**src/rtl/inv_mix_columns.sv**
```systemverilog
// AES InvMixColumns stage: four independent column multipliers feeding one
// register stage with a valid flag, for use inside a clocked decryption round.

// One 32-bit column times the inverse MixColumns matrix over GF(2^8).
module inv_mix_column (
  input  logic [31:0] col,
  output logic [31:0] result
);

  logic [3:0][7:0] s;
  logic [3:0][7:0] x2;
  logic [3:0][7:0] x4;
  logic [3:0][7:0] x8;
  logic [3:0][7:0] m9;
  logic [3:0][7:0] mb;
  logic [3:0][7:0] md;
  logic [3:0][7:0] me;

  // Multiply by x modulo x^8+x^4+x^3+x+1.
  function automatic logic [7:0] xtime(input logic [7:0] b);
    return {b[6:0], 1'b0} ^ (b[7] ? 8'h1b : 8'h00);
  endfunction

  // s[0] is the most significant byte of the column.
  always_comb begin
    s  = '0;
    x2 = '0;
    x4 = '0;
    x8 = '0;
    m9 = '0;
    mb = '0;
    md = '0;
    me = '0;
    for (int i = 0; i < 4; i++) begin
      s[i]  = col[31-8*i -: 8];
      x2[i] = xtime(s[i]);
      x4[i] = xtime(x2[i]);
      x8[i] = xtime(x4[i]);
      m9[i] = x8[i] ^ s[i];
      mb[i] = x8[i] ^ x2[i] ^ s[i];
      md[i] = x8[i] ^ x4[i] ^ s[i];
      me[i] = x8[i] ^ x4[i] ^ x2[i];
    end
  end

  assign result = {me[0] ^ mb[1] ^ md[2] ^ m9[3],
                   m9[0] ^ me[1] ^ mb[2] ^ md[3],
                   md[0] ^ m9[1] ^ me[2] ^ mb[3],
                   mb[0] ^ md[1] ^ m9[2] ^ me[3]};

endmodule

module inv_mix_columns (
  input  logic         clk,
  input  logic         rst_n,
  input  logic         in_valid,
  input  logic [127:0] state,
  output logic         out_valid,
  output logic [127:0] result_state
);

  logic [127:0] mixed;

  genvar c;
  generate
    for (c = 0; c < 4; c++) begin : g_col
      inv_mix_column u_col (
        .col    (state[127-32*c -: 32]),
        .result (mixed[127-32*c -: 32])
      );
    end
  endgenerate

  // The data register only loads on valid input, so idle-cycle garbage on
  // state never reaches result_state.
  always_ff @(posedge clk or negedge rst_n) begin
    if (!rst_n) begin
      result_state <= '0;
      out_valid    <= 1'b0;
    end else begin
      out_valid <= in_valid;
      if (in_valid) begin
        result_state <= mixed;
      end
    end
  end

endmodule

```
**config.mk**
```make
export PLATFORM = sky130hd
export DESIGN_NAME = inv_mix_columns
export DESIGN_NICKNAME = d
export VERILOG_FILES = /design/src/rtl/inv_mix_columns.sv
export SDC_FILE = /design/constraint.sdc
export NUM_CORES = 1
export LEC_CHECK = 0
export CAP_MARGIN = 25
export CORE_MARGIN = 2
export CORE_UTILIZATION = 51
export DETAILED_ROUTE_END_ITERATION = 6
export MAX_ROUTING_LAYER = met4
export PLACE_DENSITY = 0.87
export SKIP_CTS_REPAIR_TIMING = 1
export SYNTH_ARGS = -nofsm -noshare
export SYNTH_HDL_FRONTEND = slang
export SYNTH_SLANG_ARGS = --single-unit
```
**constraint.sdc**
```tcl
create_clock -name clk -period 1.3 [get_ports clk]
set_input_delay 0.39 -clock clk [delete_from_list [all_inputs] [get_ports clk]]
set_output_delay 0.39 -clock clk [all_outputs]
set_load 0.03 [all_outputs]
```
==> impl_results.md, run 1 <==
- Outcome: aborted with a tool error
- Failing step: 5_1_grt
- First reported error: [ERROR DPL-0038] Utilization greater than 100%, impossible to legalize
- H-tree levels: 4
- Number of synthesis warnings: 0
- Synthesized instance count: ~1100
- Number of nets in the synthesized netlist: 1202
- Final weighted congestion in routability-driven placement: ~0.94
- Port bufs: around 260
- Number of clock sinks: around 130
- DIE HEIGHT: 165 µm
- Classification of the worst endpoint: register data pin
- Avg Inst Size Synth: around 12 µm²
- Top-level port count: 260
- Post-synthesis instance area: between 10000 and 15000 µm²
- Number of buffers inserted during clock tree synthesis: 17
- Count of cell types in the netlist: 21
- Top cell type's share of synthesized area: between 30% and 40%
- Maximum number of pins on one net before global-route repair: 38
- Detailed placement HPWL: around 34000 µm
- Die extent in x: 165 µm
- # rows: 59
- Dominant cell type by area after synthesis: xnor2_1
- Effective utilization at floorplan: between 50% and 60%
- Placed Cells incl. Taps: around 2000
- Fraction of the yosys area taken by sequential cells: approximately a quarter
- Clk root buf: clkbuf_16
- Ranking of synthesized cells by area: xnor2_1 30%, dfrtp_1 24%, xnor3_1 17%
- Number of synthesized register bits: between 100 and 150
- Number of buffers on the longest clock path: 2
- Worst endpoint after global-route timing repair: result_state[75]$_DFFE_PN0P_/D
cells in the mapped netlist, drive strengths merged:
| master | instances |
|---|---|
| mux2 | 118 |
| xor3 | 17 |
| mux2i | 10 |
| dfrtp | 129 |
| dlygate4sd1 | 1 |
| inv | 10 |
| xor2 | 134 |
| xnor2 | 478 |
| clkbuf | 35 |
| xnor3 | 100 |
| buf | 39 |
kinds of logic after synthesis:
group and share of synthesized area [%]:
xor+xnor 61.8, buf+inv 3.03, flops 24.3, mux 10.8
metrics by stage:
stage | TNS [ps] | utilization (%) | setup WS, ps | instance area (µm²) | hold slack, ps
after CTS | -113510 | 81.1 | -1050 | 21000 | -208
after floorplan | -62600 | - | -846 | 15500 | 94.4
after global placement | -148920 | 78.7 | -1350 | 20300 | 249
after detailed placement | -156120 | 78.7 | -1520 | 20300 | 250
==> inputs of run 2 (changes only) <==
- CORE_UTILIZATION: 51 -> 36
- MAX_ROUTING_LAYER: met4 -> default
- PLACE_DENSITY: 0.87 -> default
- PLACE_DENSITY_LB_ADDON: default -> 0.15
==> run 2 against run 1 <==
- the flow now finishes, with violations (setup timing)
- synthesized cell count is the same
- synthesized area is the same
==> impl_results.md, run 2 <==
- Via count of the first global-routing pass: a little over 10000
- Core region area: 36400 µm²
- Tightest Pin Transition: about 460 ps
- Fraction of the yosys area taken by sequential cells: 24.3% (unchanged)
- H-tree levels: 4 (unchanged)
- Effective utilization at floorplan: 36.4% (-15 points)
- Global-route wire length before repair: 60500 µm
- Final Max Tran Viols: 0
- Number of clock sinks: 129 (unchanged)
- Number of synthesis warnings: 0 (unchanged)
- Setup repair after global routing missed its margin: yes
- Share of post-route cells with drive strength above 1: 72.2%
- Reg clk slew, reported paths: 60 ps
- Total of endpoints with negative setup slack in the final report: between 200 and 300
- Final hold vios: 0
- Vias after detailed routing: roughly 11000
- Cells traversed along the worst timing path: buf_8 -> buf_8 -> xnor3_2 -> xnor3_1 -> xor3_2 -> xnor2_2 -> mux2_4
- DRC violation count after routing: 0
- Count of max-cap constraint violations: 0
- Slowest cell on the critical path: xor3_2
- Switch Pwr: 17.8 mW
- Dominant cell type by area after synthesis: xnor2_1
- Top cell type's share of synthesized area: 30.4% (unchanged)
- Main flop type after synthesis: dfrtp_1
- Maximum number of pins on one net before global-route repair: 37
- Sort of element at the start of the critical path: input pin
- Maximum clock skew at final layout: 0 ps
- Share of synthesized registers carrying an async set or reset: 100% (unchanged)
- Layout fillers: around 2200
- Antenna Cells: 0
- Count of TritonRoute iterations in the first routing pass: 4
- Clock tree from TritonCTS: yes
- Post-synth EDFFs: 0 (unchanged)
- Post-synthesis instance area: 13300 µm² (unchanged)
- Clock latency of the later-clocked register in the worst-skew pair: 440 ps
- Total Routing Usage GR: 21.0%
- Utilization after layout: between 70% and 80%
- Post-synthesis to final-layout area growth: 102%
- Number of buffers on the longest clock path: 2 (unchanged)
- Leading cell types by count after synthesis: 460 x xnor2_1, 130 x xor2_1, 129 x dfrtp_1
- Post-Route WL: about 47000 µm
- Path category of the worst min-delay check: in2reg
- Average wire length per cell after detail routing: approximately 20 µm
- Port bufs: 259 (unchanged)
- Buffers & Inverters on Critical Path: 2
- Nets: about 2000
- Top register by number of flip-flops: result_state
- Internal power component: roughly 28 mW
- Drt via density: about 4.5
- Largest driver fanout on the critical path: 3
- Number of buffers inserted during clock tree synthesis: 17 (unchanged)
- Clk pwr share: ~11%
- Upper clock frequency limit: between 500 and 600 MHz
- Critical path's largest stage delay: 440 ps
- Static leakage power: about 13 nW
- Count of antenna-violating nets left after detailed routing: 0
- Regs by FF count: result_state: 128 flops, out_valid: 1 flops
- Avg Inst Size Synth: 12.4 µm² (unchanged)
- Die Footprint: just under 40000 µm²
- Levels on crit path: 7
- Count of routing violations after the opening detailed-route iteration: 375
- Die extent in x: 196 µm (+19%)
- Number of nets in the synthesized netlist: 1202 (unchanged)
- DIE HEIGHT: 196 µm (+19%)
- Net Sw Frac: 39.0%
- Share of total power in sequential cells: around 17%
- Combinational power share: a little under three quarters
- Grt total ovfl: 0
- # rows: 70 (+19%)
- Top-level port count: 260 (unchanged)
- Peak supply drop: between 1.5 and 2 mV
- Highest-count cells in the layout ignoring fill and taps: 392 x buf_4, 314 x buf_6, 218 x xnor2_1
- Outcome: finished, violations left
- Crit path setup slack, layout: -680 ps
- Ranking of synthesized cells by area: xnor2_1 30%, dfrtp_1 24%, xnor3_1 17%
- Relative slew margins: 69.5%
- Flip-flop count of the largest register, all copies and words added: ~130
- Initial antenna violation count: 0
- Most used cell along the critical path: buf_8
- Path type of the worst setup path: in2reg
- Total power per unit cell area: 1700 nW/µm²
- Clk root buf: clkbuf_16
- Crit path max-delay family: XOR/XNOR gates
- Count of cell types in the netlist: 21 (unchanged)
- Number of synthesized register bits: 129 (unchanged)
- Endpoint type of the worst setup path: flip-flop
- Final weighted congestion in routability-driven placement: 0.850 (-10%)
- Number of stages on the worst hold path: 2
- Worst Reg-to-Reg Cells: 2
- Fin crit period: around 2000 ps
- Detailed placement HPWL: 32800 µm (-2.8%)
- Post-route clock period utilization: 152%
- Synthesized instance count: 1071 (unchanged)
- Violated checks: setup timing
- Post-placement setup slack: -1400 ps (+121 ps)
- Most common cell in the synthesized netlist: xnor2_1
- Arrival time at the worst endpoint: about 2300 ps
- Most frequent standard cell in the layout excluding fill and tap cells: buf_4
- Required time of the critical path: 1620 ps
run 2: kinds of logic (layout without fill, tap and decap cells):
group / after synthesis / after routing / share of synthesized area [%]
flip-flops: 129 / 129 / 24.3
buffers and inverters: 85 / 902 / 3.03
XOR/XNOR: 729 / 729 / 61.8
multiplexers: 128 / 128 / 10.8
run 2: final timing paths:
kind | start | end | slack, ps
max | state[29] | result_state[19]$_DFFE_PN0P_ | -680
min | in_valid | out_valid$_DFF_PN0_ | 360
max reg2reg | result_state[77]$_DFFE_PN0P_ | result_state[77]$_DFFE_PN0P_ | 340
min reg2reg | result_state[50]$_DFFE_PN0P_ | result_state[50]$_DFFE_PN0P_ | 530
max in group asynchronous | rst_n | result_state[125]$_DFFE_PN0P_ | 400
min in group asynchronous | rst_n | result_state[81]$_DFFE_PN0P_ | 380
run 2: routing by layer:
layer | track usage (%) | share of wire (%) | wire length, µm
met1 | 27.7 | 41 | 19400
met2 | 36.2 | 53 | 24900
met3 | 3.37 | 3.4 | 1610
met4 | 5.33 | 1.9 | 875
met5 | 0 | 0 | 0
run 2: final cells by class:
type	count	area [µm²]	share of cell area, %
clock buffer	20	447	1.66
clock inverter	12	136	0.508
inverter	10	37.5	0.140
multi-input combinational	857	13900	51.8
sequential	129	3230	12.0
tap	468	586	2.18
timing repair buffer	860	8500	31.6
run 2: metrics by stage:
step	cell area, µm²	hold slack [ps]	power, mW	setup TNS (ps)	instances
finish	26800	357	45.7	-55960	2356
global route	26800	352	47.7	-63610	2356
CTS	21200	-201	37.7	-110270	2131
detailed placement	20600	280	32.6	-155250	2099
global placement	20600	280	32.3	-153950	2099
floorplan	15500	94.4	23.9	-62600	1071
run 2: power by group through the flow:
stage / clock network [mW] / logic, mW / registers, mW
after floorplan: 0 / 12.6 / 11.3
after global placement: 0 / 24.8 / 7.55
after detailed placement: 0 / 25.0 / 7.59
after CTS: 5.05 / 25.1 / 7.54
after global routing: 5.22 / 34.4 / 8.11
final: 4.95 / 32.8 / 7.92
(Power assumes the default switching activity.)
==> inputs of run 3 (changes only) <==
- CELL_PAD_IN_SITES_DETAIL_PLACEMENT: default -> 1
- CELL_PAD_IN_SITES_GLOBAL_PLACEMENT: default -> 2
- clock period: 1.3 -> 1.9 ns (I/O delays scaled with it)
==> run 3 against run 2 <==
- the run ends with hold timing, setup timing left
- clock skew unchanged
- routed wire length is 21% higher
- flip-flop and latch count did not move
- combinational power is 39% lower
- critical path depth unchanged
- utilization decreased by 6.2 points
- power decreased by 36%
- sequential power decreased by 34%
- first-iteration DRC count down 1.9%
- hold slack got worse by 370 ps
- via count is 0.53% higher
- die area unchanged
==> impl_results.md, run 3 (synthesis results as in run 2) <==
- Share of post-route cells with drive strength above 1: 56.4% (-16 points)
- Slack of the worst reg-to-reg path: 1050 ps (+710 ps)
- Post-placement setup slack: -1040 ps (+357 ps)
- Worst Reg-to-Reg Cells: 1 (-1)
- Drt via density: 4.69 (+3.2%)
- Post-route clock period utilization: 119%
- Reg2Reg Launch Point: result_state[35]$_DFFE_PN0P_
- Slowest cell on the critical path: xor3_2
- Clk root buf: clkbuf_16
- Violated checks: hold timing, setup timing
- Core region area: 36400 µm² (unchanged)
- Crit path setup slack, layout: -357 ps (+323 ps)
- Largest driver fanout on the critical path: 3 (unchanged)
- Final Max Tran Viols: 0 (unchanged)
- Grt total ovfl: 0 (unchanged)
- Placed inst area: 20500 µm² (-0.58%)
- Top register by number of flip-flops: result_state
- Path type of the worst setup path: in2reg
- Setup repair after global routing missed its margin: yes
- Top-level port count: 260 (unchanged)
- Levels on crit path: 7 (unchanged)
- Worst hold slack across all endpoints: -16.4 ps (-373 ps)
- Clock latency of the later-clocked register in the worst-skew pair: 460 ps (+20 ps)
- Count of TritonRoute iterations in the first routing pass: 4 (unchanged)
- Required time of the critical path: 2240 ps (+620 ps)
- Vias after detailed routing: 10800 (+0.53%)
- Regs by FF count: result_state: 128 flops, out_valid: 1 flops
- Placed Cells incl. Taps: 2108 (+0.43%)
- Sort of element at the start of the critical path: input pin
- Initial antenna violation count: 0 (unchanged)
- Reg clk slew, reported paths: 70 ps (about the same)
- Flip-flop count of the largest register, all copies and words added: 128 (unchanged)
- Total of endpoints with negative setup slack in the final report: 59 (-77%)
- Arrival time at the worst endpoint: 2590 ps (+290 ps)
- Outcome: finished, violations left
- Fin crit period: between 2000 and 2500 ps
- Clock tree from TritonCTS: yes
- Post-Route WL: 56500 µm (+21%)
- Critical path's largest stage delay: 470 ps (+30 ps)
- Number of buffers on the longest clock path: 2 (unchanged)
- Crit path max-delay family: XOR/XNOR gates
- Effective utilization at floorplan: 36.4% (unchanged)
- Count of max-cap constraint violations: 0 (unchanged)
- Number of buffers inserted during clock tree synthesis: 17 (unchanged)
- Total Routing Usage GR: 23.3% (+2.2 points)
- Nets: 1944 (-3.1%)
- Path category of the worst min-delay check: in2async
- Final weighted congestion in routability-driven placement: 0.856 (+0.76%)
- Final non-filler cell area: 24600 µm² (-8.4%)
- Tightest Pin Transition: 478 ps (+23.0 ps)
- # rows: 70 (unchanged)
- Final hold vios: 11 (+11)
- Maximum clock skew at final layout: 0 ps (unchanged)
- DRC violation count after routing: 0 (unchanged)
- Upper clock frequency limit: around 440 MHz
- Antenna Cells: 0 (unchanged)
- Die Footprint: 38400 µm² (unchanged)
- Global-route wire length before repair: 66600 µm (+10%)
- Static leakage power: 12.8 nW (-0.83%)
- Capturing point of the worst reg2reg path: result_state[35]$_DFFE_PN0P_
- Total power per unit cell area: 1180 nW/µm² (-31%)
- Via count of the first global-routing pass: 10900 (+6.2%)
- Count of routing violations after the opening detailed-route iteration: 368 (-1.9%)
- Post-route non-filler standard cell count: 2294 (-2.6%)
- Accumulated negative setup slack: -5480 ps (+50480 ps)
- Cells traversed along the worst timing path: buf_6 -> buf_12 -> xnor3_2 -> xor3_2 -> xnor3_2 -> xnor2_2 -> mux2_2
- H-tree levels: 4 (unchanged)
- Number of clock sinks: 129 (unchanged)
- Die extent in x: 196 µm (unchanged)
- Most frequent standard cell in the layout excluding fill and tap cells: buf_4
- Most used cell along the critical path: xnor3_2
- DIE HEIGHT: 196 µm (unchanged)
- Buffers & Inverters on Critical Path: 2 (unchanged)
- Relative slew margins: 67.9% (-1.7 points)
- Endpoint type of the worst setup path: flip-flop
- Port bufs: 259 (unchanged)
- Maximum number of pins on one net before global-route repair: 42 (+14%)
- Post-synthesis to final-layout area growth: 85.3%
- Peak supply drop: 0.945 mV (-37%)
- Count of antenna-violating nets left after detailed routing: 0 (unchanged)
- Detailed placement HPWL: 35900 µm (+9.5%)
- Average wire length per cell after detail routing: 24.6 µm (+24%)
- Highest-count cells in the layout ignoring fill and taps: 426 x buf_4, 314 x xnor2_1, 190 x dlymetal6s2s_1
[run 3: final cells by class]
cell class / instances / area (µm²)
multi-input cells: 857 / 12300
fillers: 3380 / 11800
inverters: 10 / 37.5
clock buffers: 17 / 425
clock inverters: 15 / 206
flip-flops and latches: 129 / 3230
well taps: 468 / 586
repair buffers: 798 / 7800
[run 3: worst max-delay path by stage]
| stage | endpoint | from | slack, ps |
|---|---|---|---|
| finish | result_state[91]$_DFFE_PN0P_ | state[85] | -360 |
| global placement | result_state[12]$_DFFE_PN0P_ | state[29] | -990 |
| floorplan | result_state[68]$_DFFE_PN0P_ | state[69] | -430 |
| detailed placement | result_state[12]$_DFFE_PN0P_ | state[29] | -1040 |
| CTS | result_state[28]$_DFFE_PN0P_ | state[29] | -590 |
| global route | result_state[91]$_DFFE_PN0P_ | state[85] | -400 |
[run 3: routing by layer]
layer / up-vias / wire length, µm / track usage, %
met3: 67 / 2000 / 2.97
met5: - / 0 / 0
li1: 4883 / - / -
met2: 266 / 30000 / 41.2
met4: 0 / 1190 / 5.50
met1: 5548 / 23300 / 30.2
[run 3: metrics by stage]
step	util [%]	total power, mW
final	67.5	29.0
after global routing	67.5	30.2
after CTS	57.9	26.6
after detailed placement	56.1	22.7
after global placement	56.1	22.4
after floorplan	-	16.1
[run 3: report_power, final]
part	total [mW]	switching, mW	internal, mW
Combinational	20.1	9.45	10.6
Sequential	5.20	0.997	4.20
Clock	3.77	1.56	2.21
==> inputs of run 4 (changes only) <==
- clock period: 1.9 -> 2.43 ns (I/O delays scaled with it)
==> run 4 against run 3 <==
- the run ends with setup timing left
- routed wire length shrank 18%
- hold slack gained 230 ps
- flip-flop and latch count is the same
- first-iteration DRC count shrank 26%
- utilization shrank 8.0 points
- critical path depth grew 2
- cell area shrank 12%
- sequential share of layout area grew 1.8 points
- cell count shrank 3.3%
- via count shrank 6.4%
- sequential power shrank 24%
==> impl_results.md, run 4 (synthesis results as in run 2) <==
- Number of buffers inserted during clock tree synthesis: 17 (unchanged)
- Utilization after layout: 59.5% (-8.0 points)
- Highest-count cells in the layout ignoring fill and taps: 428 x buf_4, 394 x xnor2_1, 175 x clkdlybuf4s50_1
- Violated checks: setup timing
- Largest driver fanout on the critical path: 5 (+2)
- Final Max Tran Viols: 0 (unchanged)
- Outcome: finished, violations left
- Worst hold slack across all endpoints: 213 ps (+230 ps)
- Total power per unit cell area: 966 nW/µm² (-18%)
- Fin crit period: 2460 ps
- Global-route wire length before repair: 65100 µm (-2.2%)
- Arrival time at the worst endpoint: 2790 ps (+200 ps)
- Final weighted congestion in routability-driven placement: 0.872 (+1.8%)
- Buffers & Inverters on Critical Path: 4 (+2)
- Count of max-cap constraint violations: 0 (unchanged)
- Crit path max-delay family: buffers and inverters
- Regs by FF count: result_state: 128 flops, out_valid: 1 flops
- Required time of the critical path: 2750 ps (+510 ps)
- Clock latency of the later-clocked register in the worst-skew pair: 440 ps (-20 ps)
- Post-placement setup slack: -686 ps (+354 ps)
- DIE HEIGHT: 196 µm (unchanged)
- Critical path's largest stage delay: 480 ps (about the same)
- Core region area: 36400 µm² (unchanged)
- Sort of element at the start of the critical path: input pin
- Maximum number of pins on one net before global-route repair: 44 (+4.8%)
- Effective utilization at floorplan: 36.4% (unchanged)
- Slowest cell on the critical path: clkdlybuf4s50_1
- Detailed placement HPWL: 34600 µm (-3.8%)
- Endpoint type of the worst setup path: flip-flop
- Share of post-route cells with drive strength above 1: 43.7% (-13 points)
- Vias after detailed routing: 10100 (-6.4%)
- Die extent in x: 196 µm (unchanged)
- Flip-flop count of the largest register, all copies and words added: 128 (unchanged)
- Upper clock frequency limit: 406 MHz
- Crit path setup slack, layout: -31.8 ps (+325 ps)
- Maximum clock skew at final layout: 0 ps (unchanged)
- Total of endpoints with negative setup slack in the final report: 5 (-92%)
- Clk root buf: clkbuf_16
- Post-route clock period utilization: 101%
- Count of TritonRoute iterations in the first routing pass: 4 (unchanged)
- Accumulated negative setup slack: -85.4 ps (+5400 ps)
- Post-synthesis to final-layout area growth: 63.4%
- Reg clk slew, reported paths: 70 ps (about the same)
- Via count of the first global-routing pass: 11100 (+1.3%)
- # rows: 70 (unchanged)
- Die Footprint: 38400 µm² (unchanged)
- H-tree levels: 4 (unchanged)
- Number of buffers on the longest clock path: 2 (unchanged)
- Port bufs: 259 (unchanged)
- Drt via density: 4.54 (-3.2%)
- Final hold vios: 0 (-11)
- Cells traversed along the worst timing path: clkdlybuf4s50_1 -> buf_6 -> xnor2_4 -> buf_4 -> xnor3_2 -> buf_4 -> xnor2_1 -> xnor2_1 -> mux2_2
- Top-level port count: 260 (unchanged)
- Post-Route WL: 46600 µm (-18%)
- Path type of the worst setup path: in2reg
- Static leakage power: 10.4 nW (-19%)
- Grt total ovfl: 0 (unchanged)
- Average wire length per cell after detail routing: 21.0 µm (-15%)
- Total Routing Usage GR: 22.6% (-0.70 points)
- Path category of the worst min-delay check: in2async
- Tightest Pin Transition: 505 ps (+26.1 ps)
- Number of clock sinks: 129 (unchanged)
- DRC violation count after routing: 0 (unchanged)
- Count of antenna-violating nets left after detailed routing: 0 (unchanged)
- Most frequent standard cell in the layout excluding fill and tap cells: buf_4
- Top register by number of flip-flops: result_state
- Count of routing violations after the opening detailed-route iteration: 272 (-26%)
- Initial antenna violation count: 1 (+1)
- Relative slew margins: 66.1% (-1.8 points)
- Clock tree from TritonCTS: yes
- Nets: 1868 (-3.9%)
- Setup repair after global routing missed its margin: yes
- Peak supply drop: 0.659 mV (-30%)
[run 4: cell types whose count changed in the layout (fill, tap and decap cells not counted), moves of 26 or more]
cell / delta
dlymetal6s2s_1: -112
clkbuf_2: -26
xnor2_2: -44
xnor2_1: +80
buf_6: -68
buf_12: -29
mux2_4: -37
xnor2_4: -36
clkdlybuf4s50_1: +175
mux2_2: +37
[run 4: worst paths after layout]
check                                        startpoint  slack [ps]  cells past startpoint                           end
setup / recovery                              state[53]         -30                      9  result_state[41]$_DFFE_PN0P_
hold / removal                                    rst_n         210                      1  result_state[73]$_DFFE_PN0P_
setup reg to reg           result_state[76]$_DFFE_PN0P_        1610                      1  result_state[76]$_DFFE_PN0P_
hold reg to reg            result_state[50]$_DFFE_PN0P_         500                      1  result_state[50]$_DFFE_PN0P_
max in group asynchronous                         rst_n        1550                      2  result_state[32]$_DFFE_PN0P_
min in group clk           result_state[50]$_DFFE_PN0P_         500                      1  result_state[50]$_DFFE_PN0P_
[run 4: routing by layer]
layer	wire (µm)	share of wire (%)	track usage [%]	vias up
met1	19700	42	28.8	5075
met4	835	1.8	4.66	0
met2	24400	52	40.3	217
li1	-	-	-	4730
met3	1690	3.6	3.66	52
met5	0	0	0	-
[run 4: metrics by stage]
step / total power [mW] / instance area (µm²) / cells
floorplan: 12.2 / 13600 / 1071
global placement: 17.2 / 19500 / 2128
detailed placement: 17.4 / 19500 / 2128
CTS: 20.4 / 20200 / 2160
global route: 22.1 / 21700 / 2219
finish: 20.9 / 21700 / 2219
[run 4: where the power goes]
| group | switching (mW) | internal [mW] |
|---|---|---|
| registers | 0.688 | 3.29 |
| clock network | 1.11 | 1.72 |
| logic | 6.61 | 7.54 |
| total | 8.40 | 12.5 |
[run 4: final cells by class]
cell class,instances,area (µm²)
diodes,1,2.50
clock buffers,24,492
clock inverters,8,126
fillers,3687,14800
inverters,10,37.5
multi-input cells,857,10800
flip-flops and latches,129,3230
well taps,468,586
repair buffers,722,6460
